==> src/rtl/bridge_pkg.sv <==
// Shared definitions for the AHB-to-APB bridge command path.
package bridge_pkg;

  localparam int DW_DEF = 32;
  localparam int AW_DEF = 32;

  function automatic int clog2(input int v);
    int r;
    for (r = 0; (1 << r) < v; r++) begin
    end
    return r;
  endfunction

  function automatic int entry_w(input int dw, input int aw);
    return dw + aw + 1;
  endfunction

  // Packed entry layout: {write flag, address, data}
  function automatic int data_ofs();
    return 0;
  endfunction

  function automatic int addr_ofs(input int dw);
    return dw;
  endfunction

  function automatic int wflag_ofs(input int dw, input int aw);
    return dw + aw;
  endfunction

  localparam int EW = entry_w(DW_DEF, AW_DEF);

endpackage

==> src/rtl/sync_fifo_mem.sv <==
// Register-array storage for the command FIFO.
module sync_fifo_mem #(
  parameter int EW    = 65,
  parameter int DEPTH = 8,
  parameter int PW    = 3
) (
  input  logic          clk,
  input  logic          we,
  input  logic [PW-1:0] waddr,
  input  logic [EW-1:0] wdata,
  input  logic [PW-1:0] raddr,
  output logic [EW-1:0] rdata
);

  logic [EW-1:0] mem [DEPTH];

  always_ff @(posedge clk) begin
    if (we) mem[waddr] <= wdata;
  end

  assign rdata = mem[raddr];

endmodule

==> src/rtl/ahb_apb_cmd_fifo.sv <==
// First-word-fall-through command FIFO between AHB capture and APB FSM.
module ahb_apb_cmd_fifo
  import bridge_pkg::*;
#(
  parameter int DW         = 32,
  parameter int AW         = 32,
  parameter int DEPTH      = 8,
  parameter int AF_LEVEL   = 6,
  parameter int WRITE_ONLY = 1,
  localparam int CW        = clog2(DEPTH + 1)
) (
  input  logic          Hclk,
  input  logic          Hresetn,
  input  logic [AW-1:0] Haddr_temp,
  input  logic [DW-1:0] Hwdata_temp,
  input  logic          valid,
  input  logic          Hwrite_temp,
  input  logic          Pready,
  input  logic          Pint,
  input  logic          flush,
  output logic [DW-1:0] data_temp,
  output logic [AW:0]   addr_temp,
  output logic          transfer,
  output logic          full,
  output logic          almost_full,
  output logic [CW-1:0] count,
  output logic          overflow
);

  localparam int PW   = clog2(DEPTH);
  localparam int NEW  = entry_w(DW, AW);
  localparam int AOFS = addr_ofs(DW);
  localparam int WOFS = wflag_ofs(DW, AW);
  localparam logic [CW-1:0] ONE   = CW'(1);
  localparam logic [CW-1:0] C_MAX = CW'(DEPTH);
  localparam logic [CW-1:0] C_AF  = CW'(AF_LEVEL);
  localparam logic [PW-1:0] P_ONE = PW'(1);

  logic [PW-1:0]  wr_ptr;
  logic [PW-1:0]  rd_ptr;
  logic [NEW-1:0] head;
  logic           push_req;
  logic           push;
  logic           pop;

  assign push_req = valid && (Hwrite_temp || (WRITE_ONLY == 0));
  assign push     = push_req && !full;
  assign pop      = transfer && Pready && Pint;

  assign transfer    = (count != '0);
  assign full        = (count == C_MAX);
  assign almost_full = (count >= C_AF);

  sync_fifo_mem #(
    .EW    (NEW),
    .DEPTH (DEPTH),
    .PW    (PW)
  ) u_mem (
    .clk   (Hclk),
    .we    (push && Hresetn && !flush),
    .waddr (wr_ptr),
    .wdata ({Hwrite_temp, Haddr_temp, Hwdata_temp}),
    .raddr (rd_ptr),
    .rdata (head)
  );

  always_ff @(posedge Hclk) begin
    if (!Hresetn || flush) begin
      wr_ptr   <= '0;
      rd_ptr   <= '0;
      count    <= '0;
      overflow <= 1'b0;
    end else begin
      if (push) wr_ptr <= wr_ptr + P_ONE;
      if (pop)  rd_ptr <= rd_ptr + P_ONE;
      if (push && !pop)      count <= count + ONE;
      else if (pop && !push) count <= count - ONE;
      if (push_req && full) overflow <= 1'b1;
    end
  end

  // Empty FIFO presents zeros rather than stale storage
  assign data_temp = transfer ? head[AOFS-1:0] : '0;
  assign addr_temp = transfer ? {head[WOFS], head[WOFS-1:AOFS]} : '0;

endmodule
==> config.mk <==
export PLATFORM = sky130hd
export DESIGN_NAME = ahb_apb_cmd_fifo
export DESIGN_NICKNAME = d
export VERILOG_FILES = /design/src/rtl/bridge_pkg.sv /design/src/rtl/sync_fifo_mem.sv /design/src/rtl/ahb_apb_cmd_fifo.sv
export SDC_FILE = /design/constraint.sdc
export NUM_CORES = 1
export LEC_CHECK = 0
export CORE_MARGIN = 5
export CORE_UTILIZATION = 50
export DETAILED_ROUTE_END_ITERATION = 10
export PLACE_DENSITY = 0.69
export SKIP_LAST_GASP = 1
export SLEW_MARGIN = 20
export SYNTH_ARGS = -nofsm -noshare
export SYNTH_HDL_FRONTEND = slang
export SYNTH_HIERARCHICAL = 1
export SYNTH_SLANG_ARGS = --single-unit
==> constraint.sdc <==
create_clock -name Hclk -period 8.8 [get_ports Hclk]
set_clock_uncertainty 0.05 [all_clocks]
set_input_delay 2.2 -clock Hclk [delete_from_list [all_inputs] [get_ports Hclk]]
set_output_delay 2.2 -clock Hclk [all_outputs]
set_load 0.01 [all_outputs]
# [Yosys cells after proc, flatten, opt, wreduce, memory -nomap -nowiden]
# Memories as Yosys holds them, arrays and structs flattened. A register that Yosys moved wholly into a read port is not among the register bits.
# Index checks and enable logic that the tools add are counted.
# Widths: inputs -> output; s select.
[classes] n_addsub=4 div_mod_pow=0 n_shift=0 muxes=8 n_reduce_logical=17 eq_ne=1 bitwise=0 order_cmp=1 mul=0
[ops] op="$mux 33" n=1
[ops] op="$mux 32" n=1
[ops] op="$logic_and 1x1->1" n=9
[ops] op="$mux 4" n=2
[ops] op="$add 3x1->3 const B" n=2
[ops] op="$mux 3" n=2
[ops] op="$logic_not 1->1" n=5
[ops] op="$add 4x1->4 const B" n=1
[ops] op="$eq 4x4->1 const B" n=1
[ops] op="$ge 4x3->1 const B" n=1
[ops] op="$reduce_bool 4->1" n=1
[ops] op="$sub 4x1->4 const B" n=1
[ops] op="$mux 1" n=2
[ops] op="$reduce_bool 2->1" n=1
[ops] op="$logic_or 1x1->1" n=1
[word_totals] n_memories=1 rom_bits=0 latchBits=0 elab_cells=36 out_inout_bits=73 ramBits=520 register_bits=11 inputBits=71
[memory_table] name="u_mem.mem" depth=8 width=65 rd=1 rd_clocked_by_memory_dff=1 write_ports=1 line_no="sync_fifo_mem.sv:15" rtl="logic [EW-1:0] mem [DEPTH];"

# [Logic depth before layout (Yosys ltp)]
# Gate-level depths: netlist of run 1.
[logic_depth] word_depth=7 ltp_mapped=9

# [Hierarchy]
# Netlist of run 1, hierarchy kept.
[by_module_without_submodules] mod="sync_fifo_mem" seq_area_each_um2=15615.0 cells_per_inst=764 instances=1 area_each_um2=19556.3
[by_module_without_submodules] mod="ahb_apb_cmd_fifo" seq_area_each_um2=220.2 cells_per_inst=134 instances=1 area_each_um2=1019.7

# [Least setup slack after synthesis of run 1]
# No wires, ideal clock.
[synth_timing] path_kind="input to register" from="input port flush" to="memory u_mem.mem[0][0] (enable)" required_ps=8182 arrival_time_ps=7105 cell_stages=4 n_path_buf=0 setup_slack_ps=1077 path_cell_list="nand2b_1 nor3_1 nand2b_1 nor3_1"
[synth_between] elab_chain_len=4
[synth_lines] element="from (decl)" line_no="ahb_apb_cmd_fifo.sv:20" rtl="input logic flush,"
[synth_lines] element="$logic_not 1->1" line_no="ahb_apb_cmd_fifo.sv:60" rtl=".we (push && Hresetn && !flush),"
[synth_lines] element="$logic_and 1x1->1" line_no="ahb_apb_cmd_fifo.sv:60"
[synth_lines] element="$mux 1" line_no="sync_fifo_mem.sv:18" rtl="if (we) mem[waddr] <= wdata;"
[synth_lines] element="$mux 1 (not written as such)" line_no="sync_fifo_mem.sv:18"
[synth_lines] element="to (decl)" line_no="sync_fifo_mem.sv:15"
# Every way passes these cells.

==> flow_summary.json, run 1 <==
{
  "rows": 74,
  "worstHoldStart": "overflow$_SDFFE_PP0P_",
  "drive_above_1_share_pct": 27.19,
  "ios": 144,
  "grt_pass1_vias": 9946,
  "synth_area_mm2": 0.02058,
  "cts_buffer_depth": 3,
  "synth.most_common_cell": "edfxtp_1",
  "dp.cells": 1543,
  "yosys.area.top_type": "edfxtp_1",
  "synth_enable_flop_cells": 520,
  "multiInputGateArea_mm2": 0.004521,
  "cts_resized": 0,
  "synth_fp_nets": 975,
  "final_cell_area_mm2": 0.02423,
  "min_period_over_period_pct": 67.97,
  "nets": 1144,
  "critPathLaunchType": "flop",
  "cts-root-buf": "clkbuf_16",
  "seq_area_frac_synth_pct": 76.96,
  "cts.sinks": 531,
  "die_area_mm2": 0.04531,
  "cts_tree": "done",
  "hold_viol_final": 0,
  "yosys_warnings": 6,
  "post-dp-hpwl_um": 20870,
  "synth_ff_type": "edfxtp_1",
  "cts_setup_buffers": 0,
  "portBuffers": 143,
  "grt_max_degree": 69,
  "drt_iter0_drc": 612,
  "hp-class": "flop to flop",
  "cap_violations": 0,
  "start_util_pct": 50.51,
  "place.gp.congestion": 0.6722,
  "final_max_slew_viol_count": 0,
  "fp.coreArea_mm2": 0.04074,
  "leakagePower_nw": 7.415,
  "place_area_mm2": 0.02260,
  "tns_ns": 0,
  "detail_route.wl_per_cell_um": 24.10,
  "drc": 0,
  "rsz0062_at_grt": "no",
  "track_usage_pct": 17.77,
  "vias": 9224,
  "startpoint": "rd_ptr[0]$_SDFFE_PP0P_",
  "seqCellArea_mm2": 0.01585,
  "status": "complete, no violations",
  "drt-pass1-iter-count": 4,
  "clk_pin_slew_worst_paths_ns": 0.06,
  "postSynthAreaPerCell_um2": 22.91,
  "ys_async_sr_fraction_pct": 0,
  "worst_ep_arrival_time_ns": 3.73,
  "clock_latency_ns": 0.57,
  "die_y_um": 212.9,
  "vias_per_cell": 5.628,
  "grt_pass1_wl_um": 60440,
  "n_antenna_cell": 0,
  "min_period_ns": 5.981,
  "area_growth_pct": 17.77,
  "fillerInstances": 2887,
  "htree_levels": 2,
  "crit_path_max_fanout": 45,
  "critPathRequiredTime_ns": 6.55,
  "routed_wl_um": 39490,
  "drtAntennaViolNets": 0,
  "ff2ff_setup_slack_ns": 5.63,
  "setup_viol": 0,
  "clock.fmax_ghz": 0.1672,
  "p_per_area_mw_per_mm2": 211.3,
  "stdcell_count": 1639,
  "yosys-top-cells-area": "edfxtp_1, mux4_2, mux2_2",
  "crit_path_end_kind": "output pin",
  "synthCells": 898,
  "cts_made_buffers": 53,
  "relSlewSlack_pct": 25.29,
  "r2r-start": "count[2]$_SDFFE_PP0P_",
  "netlist-cell-type-count": 28,
  "grt_overflow": 0,
  "ys_ff_latch": 531,
  "tightestPinTransition_ns": 1.121,
  "holdWs_ns": 0.4349,
  "synthTopCellsByCount": "edfxtp_1, mux4_2, mux2_2, and2_1, nor2_1",
  "cts-hold-fix-buffers": 0,
  "worstSetupPathType": "flop to output pin",
  "antenna_found_initial": 5,
  "synth_top_area_share_pct": 75.89,
  "ir_worst_vdd_v": 0.0001766,
  "die_x_um": 212.9
}
-- per-layer routing --
metal,share of wire [%],GRT usage [%],wire length (µm)
met3,6.3,3.526,2485
met1,42,25.13,16690
met5,0.15,0,59
met4,1.9,4.855,742
met2,49,28.85,19520
-- worst paths after layout --
kind | cells past startpoint | to
worst max-delay path | 5 | addr_temp[6]
worst min-delay path | 2 | overflow$_SDFFE_PP0P_
worst max register to register | 9 | count[3]$_SDFFE_PP0P_
worst min register to register | 2 | overflow$_SDFFE_PP0P_
-- critical path: stages (launching register included) --
cell and delay (ns):
dfxtp_4 0.99, buf_4 0.66, mux4_2 0.58, mux2_2 0.27
and2_1 0.15, clkdlybuf4s50_1 0.48
-- metrics by stage --
step	setup WS (ns)	utilization [%]	total power, W
finish	2.819	59.48	0.005122
global route	2.501	59.48	0.005312
CTS	2.663	59.41	0.005185
detailed placement	3.175	55.47	0.003097
global placement	3.249	55.47	0.003092
floorplan	1.077	-	0.002950
-- logic make-up after synthesis --
| group | synth area share, % |
|---|---|
| DFF | 76.96 |
| muxes | 17.99 |
| and+or+nand+nor | 2.913 |
| buffers and inverters | 1.338 |
| xor gates and xnor gates | 0.2554 |
| adders and majority gates | 0.4013 |
| AOI/OAI and AO/OA | 0.1459 |
-- layout make-up --
class	count	area share (%)
clock buffer	59	5.566
sequential	531	65.39
timing repair buffer	159	6.552
tap	532	2.747
multi-input combinational	320	18.65
inverter	2	0.03098
clock inverter	36	1.058
-- where the power goes --
| group | internal [W] | leakage, nW | switching, W | total [W] |
|---|---|---|---|---|
| Combinational | 0.000131 | 1.86 | 0.000117 | 0.000247 |
| Sequential | 0.00278 | 4.77 | 0.00000715 | 0.00279 |
| Clock | 0.00119 | 0.789 | 0.000898 | 0.00208 |
| Total | 0.00410 | 7.42 | 0.00102 | 0.00512 |
-- state kept, by name, summed over array words and instances, names as in the netlist --
signal	flops
count	4
overflow	1
rd_ptr	3
u_mem/mem	520
wr_ptr	3
-- cells in the final DEF, fill, tap and decap left out, types with 2 or more instances in the layout --
cell | Yosys | final
clkbuf_16 | 0 | 53
dfxtp_1 | 11 | 8
a21oi_1 | 2 | 2
clkbuf_1 | 15 | 6
edfxtp_1 | 520 | 520
and2_1 | 65 | 65
clkinvlp_4 | 0 | 3
nand2b_1 | 4 | 4
mux4_2 | 130 | 130
mux2_2 | 66 | 66
nor2_4 | 0 | 6
clkinv_2 | 0 | 13
clkdlybuf4s50_1 | 0 | 143
nor2_1 | 21 | 15
a31oi_1 | 2 | 2
inv_6 | 0 | 2
mux2i_1 | 3 | 3
bufinv_16 | 0 | 3
xor2_1 | 3 | 3
ha_1 | 5 | 5
dfxtp_4 | 0 | 3
buf_4 | 0 | 13
nor3_2 | 0 | 2
inv_1 | 2 | 2
clkinv_1 | 0 | 14
nand2_1 | 5 | 5
xnor2_1 | 3 | 3
No activity file was read; power rests on OpenSTA's default activity.
==> run 2: changes to the inputs <==
- PLACE_DENSITY: 0.69 -> 0.72
- clock period: 8.8 -> 5.4 ns (I/O delays scaled with it)
==> run 2 against run 1 <==
Against the previous run:
- combinational power grew 67%
- die area is the same
- clock power grew 71%
- core utilization grew 0.52 points
- via count grew 1.7%
- critical path type unchanged
- non-clock buffer count grew 6
- sequential power grew 63%
==> flow_summary.json, run 2 (same netlist as run 1, synthesis figures left out) <==
{
  "status": "complete, no violations",
  "cts_made_buffers": 52,
  "ir_worst_vdd_v": 0.0003074,
  "cap_violations": 0,
  "crit_path_end_kind": "output pin",
  "use_met2_pct": 28.56,
  "cp_cell_sequence": "buf_4, mux4_2, mux2_2, and2_1, clkdlybuf4s50_1",
  "r2r_cells": 9,
  "cts-root-buf": "clkbuf_16",
  "post-dp-hpwl_um": 22000,
  "grt_overflow": 0,
  "met1_usage_pct": 25.44,
  "min_period_ns": 4.457,
  "biggestRegsByFlops": "u_mem/mem: 520 flops, count: 4 flops",
  "tightestPinTransition_ns": 0.8242,
  "drt_iter0_drc": 701,
  "crit_path_max_fanout": 23,
  "hold_viol_final": 0,
  "clock_latency_ns": 0.58,
  "nets": 1149,
  "rows": 74,
  "hold_path_depth": 2,
  "drive_above_1_share_pct": 27.85,
  "critPathRequiredTime_ns": 4.00,
  "leakagePower_nw": 7.495,
  "setup_viol": 0,
  "largest_reg_flops": 520,
  "ff2ff_setup_slack_ns": 2.22,
  "ios": 144,
  "final_max_slew_viol_count": 0,
  "drtAntennaViolNets": 0,
  "worstSetupPathType": "flop to output pin",
  "cts_buffer_depth": 3,
  "tns_ns": 0,
  "portBuffers": 143,
  "detail_route.wl_per_cell_um": 23.79,
  "cts.sinks": 531,
  "place.gp.congestion": 0.7028,
  "critPathLaunchType": "flop",
  "htree_levels": 2,
  "die_area_mm2": 0.04531,
  "cts_tree": "done",
  "cts_setup_buffers": 0,
  "clock.fmax_ghz": 0.2244,
  "grt_pass1_wl_um": 60360,
  "grt_max_degree": 101,
  "clk_pin_slew_worst_paths_ns": 0.06,
  "gr-usage-met3_pct": 3.644,
  "grt_pass1_vias": 9924,
  "rsz0062_at_grt": "no",
  "final_common_cell": "edfxtp_1",
  "p_per_area_mw_per_mm2": 348.0,
  "setup_slack_ns": 0.9435,
  "vias_per_cell": 5.693,
  "cts_resized": 0,
  "drt-pass1-iter-count": 5,
  "p_total_w": 0.008507,
  "area_growth_pct": 18.80,
  "regMostFlops": "u_mem/mem",
  "drc": 0,
  "start_util_pct": 50.51,
  "dp_slack_ns": 1.287,
  "final_cell_mix": "edfxtp_1, clkdlybuf4s50_1, mux4_2, mux2_2, and2_1",
  "routed_wl_um": 39180,
  "cts-hold-fix-buffers": 0,
  "die_y_um": 212.9,
  "vias": 9377,
  "die_x_um": 212.9,
  "fp.coreArea_mm2": 0.04074,
  "utilization_pct": 60.00,
  "cpMaxStageDelayCell": "mux4_2",
  "track_usage_pct": 17.59,
  "antenna_found_initial": 4,
  "hp-class": "flop to flop",
  "gr-max-usage-layer": "met2",
  "min_period_over_period_pct": 82.53,
  "slowest_delay_ns": 0.59,
  "relSlewSlack_pct": 45.06,
  "worst_ep_arrival_time_ns": 3.06
}
-- run 2: cell type report --
class | instances | area (µm²)
Fill cell | 2847 | 16300
Sequential cell | 531 | 15850
Timing Repair Buffer | 165 | 1697
Tap cell | 532 | 665.6
Antenna cell | 2 | 5.005
Clock inverter | 34 | 354.1
Clock buffer | 61 | 1335
Inverter | 2 | 7.507
Multi-Input combinational cell | 320 | 4533
-- run 2: critical path, delay by kind of cell, from the launching register on --
kind,cells,cell delay [ns]
buf+inv,2,0.95
flops,1,0.51
mux,2,0.86
simple gates,1,0.14
-- run 2: layer usage --
layer  routed length (µm)  share of wire (%)
met1                16810                 43
met2                19530                 50
met3                 2137                5.5
met4                  654                1.7
met5                   41               0.10
-- run 2: per-stage QoR --
| stage | instance area, µm² | std cells | hold slack (ns) |
|---|---|---|---|
| CTS | 24440 | 1645 | 0.4369 |
| finish | 24440 | 1647 | 0.4274 |
| global route | 24440 | 1646 | 0.4628 |
| global placement | 22750 | 1550 | 0.4129 |
| detailed placement | 22750 | 1550 | 0.4239 |
| floorplan | 20590 | 898 | 0.4471 |
-- run 2: path summary, 6_finish.rpt --
| path | end | startpoint |
|---|---|---|
| setup reg to reg | count[3]$_SDFFE_PP0P_ | count[2]$_SDFFE_PP0P_ |
| setup / recovery | data_temp[23] | rd_ptr[0]$_SDFFE_PP0P_ |
| hold reg to reg | overflow$_SDFFE_PP0P_ | overflow$_SDFFE_PP0P_ |
| hold / removal | overflow$_SDFFE_PP0P_ | overflow$_SDFFE_PP0P_ |
-- run 2: power by group --
| part | switching (W) | internal, W |
|---|---|---|
| logic | 0.000198 | 0.000214 |
| clock network | 0.00149 | 0.00207 |
| registers | 0.00000846 | 0.00453 |
==> run 3: changes to the inputs <==
- clock period: 5.4 -> 3.7 ns (I/O delays scaled with it)
==> run 3 against run 2 <==
Against the previous run:
- the run now ends with negative setup slack left
- die area unchanged
- via count rose by 1.1%
- sequential share of layout area is 1.1 points lower
- hold slack worse by 0.0067 ns
- critical path type unchanged
==> flow_summary.json, run 3 (same netlist as run 1, synthesis figures left out) <==
{
  "status": "complete, but fails checks",
  "violations": "negative setup slack",
  "utilization_pct": 61.07,
  "r2r-end": "count[3]$_SDFFE_PP0P_",
  "p_total_w": 0.01212,
  "place_area_mm2": 0.02300,
  "relSlewSlack_pct": 65.66,
  "vias": 9480,
  "worstHoldStart": "overflow$_SDFFE_PP0P_",
  "drc": 0,
  "worstSetupPathType": "flop to output pin",
  "critPathLaunchType": "flop",
  "min_period_over_period_pct": 101.4,
  "cts_buffer_depth": 3,
  "regMostFlops": "u_mem/mem",
  "clock.fmax_ghz": 0.2666,
  "ios": 144,
  "nets": 1174,
  "detail_route.wl_per_cell_um": 24.89,
  "final_common_cell": "edfxtp_1",
  "p_int_w": 0.009700,
  "ff2ff_setup_slack_ns": 0.66,
  "final_cell_area_mm2": 0.02488,
  "hold-path-endpoint": "overflow$_SDFFE_PP0P_",
  "biggestRegsByFlops": "u_mem/mem: 520 flops, count: 4 flops",
  "r2r_cells": 10,
  "p_clk_share_pct": 39.9,
  "hold_viol_final": 0,
  "cpMaxStageDelayCell": "mux4_2",
  "switching_share_pct": 19.97,
  "multiInputGateArea_mm2": 0.004544,
  "crit_path_max_fanout": 10,
  "p_sw_w": 0.002421,
  "grt_pass1_wl_um": 62410,
  "dp_slack_ns": 0.4655,
  "area_growth_pct": 20.91,
  "final_cell_mix": "edfxtp_1, mux4_2, clkdlybuf4s50_1, mux2_2, and2_1",
  "die_x_um": 212.9,
  "place.gp.congestion": 0.7183,
  "worst_ep_arrival_time_ns": 2.78,
  "grt_max_degree": 67,
  "cts_tree": "done",
  "antenna_found_initial": 5,
  "rsz0062_at_grt": "yes",
  "min_period_ns": 3.751,
  "start_util_pct": 50.51,
  "power_frac_seq_pct": 54.7,
  "htree_levels": 2,
  "cts.sinks": 531,
  "track_usage_pct": 18.51,
  "setup_slack_ns": -0.05079,
  "cts-hold-fix-buffers": 0,
  "combPwrFrac_pct": 5.3,
  "drive_above_1_share_pct": 28.58,
  "die_area_mm2": 0.04531,
  "rows": 74,
  "tns_ns": -0.3097,
  "leakagePower_nw": 8.058,
  "ir_worst_vdd_v": 0.0003536,
  "portBuffers": 143,
  "cap_violations": 0,
  "drt-pass1-iter-count": 4,
  "cts-root-buf": "clkbuf_16",
  "crit_path_end_kind": "output pin",
  "drtAntennaViolNets": 0,
  "hp-class": "flop to flop",
  "grt_pass1_vias": 10210,
  "seqCellArea_mm2": 0.01585,
  "setup_viol": 14,
  "p_per_area_mw_per_mm2": 487.2,
  "tightestPinTransition_ns": 0.5144,
  "clock_latency_ns": 0.58,
  "fillerInstances": 2821,
  "clk_pin_slew_worst_paths_ns": 0.06,
  "critPathRequiredTime_ns": 2.72,
  "post-dp-hpwl_um": 21570,
  "slowest_delay_ns": 0.49,
  "final_max_slew_viol_count": 0,
  "grt_overflow": 0,
  "vias_per_cell": 5.680,
  "die_y_um": 212.9,
  "cp_cell_sequence": "buf_4, clkbuf_16, mux4_2, mux2_2, and2_1, clkdlybuf4s50_1",
  "cts_made_buffers": 52,
  "largest_reg_flops": 520,
  "fp.coreArea_mm2": 0.04074,
  "hold_path_depth": 2,
  "routed_wl_um": 41540,
  "drt_iter0_drc": 751,
  "r2r-start": "count[2]$_SDFFE_PP0P_",
  "n_antenna_cell": 0
}
==> run 3: how the worst max path moves through the flow <==
stage,start,endpoint,slack (ns),cells past startpoint
6_report,rd_ptr[0]$_SDFFE_PP0P_,data_temp[28],-0.05,6
5_1_grt,rd_ptr[0]$_SDFFE_PP0P_,addr_temp[2],-0.15,6
4_1_cts,rd_ptr[0]$_SDFFE_PP0P_,addr_temp[30],-0.13,6
3_5_place_dp,valid,u_mem/mem[2][35]$_DFFE_PP_,0.47,6
3_3_place_gp,Hwrite_temp,u_mem/mem[2][35]$_DFFE_PP_,0.47,6
2_1_floorplan,flush,u_mem/mem[1][0]$_DFFE_PP_,-1.00,4
==> run 3: per-stage QoR <==
stage	std cells	hold slack, ns
global placement	1560	0.4202
CTS	1662	0.4313
global route	1669	0.4661
finish	1669	0.4207
detailed placement	1560	0.4181
floorplan	898	0.4471
==> run 3: what timing repair did <==
item	in CTS	in global routing
gates resized for setup	7	27
endpoints found under the hold margin	0	0
setup endpoints to repair	63	64
gates cloned	4	3
setup buffers	4	4
==> run 3: critical path: cells and delay by family, from the launching register on <==
kind | cells | cell delay (ns)
DFF | 1 | 0.41
muxes | 2 | 0.78
buffers and inverters | 3 | 0.86
and+or+nand+nor | 1 | 0.14
==> run 3: power groups by stage <==
stage	logic [W]	registers, W	clock network [W]
6_report	0.000648	0.00663	0.00484
5_1_grt	0.000702	0.00663	0.00522
4_1_cts	0.000666	0.00663	0.00496
3_5_place_dp	0.000641	0.00676	0
3_3_place_gp	0.000631	0.00675	0
2_1_floorplan	0.000255	0.00676	0
==> run 3: final cells by class <==
class	instances	share of cell area [%]
Multi-Input combinational cell	321	18.27
Inverter	2	0.03017
Clock buffer	63	5.482
Tap cell	532	2.676
Clock inverter	31	0.7644
Sequential cell	531	63.69
Timing Repair Buffer	189	9.088
==> run 3: layer usage <==
layer | up-vias | global-route usage [%] | routed length (µm)
met5 | - | 0 | 52
met3 | 60 | 3.556 | 2303
li1 | 4134 | - | -
met2 | 257 | 30.73 | 21090
met4 | 8 | 5.010 | 731
met1 | 5021 | 25.64 | 17370
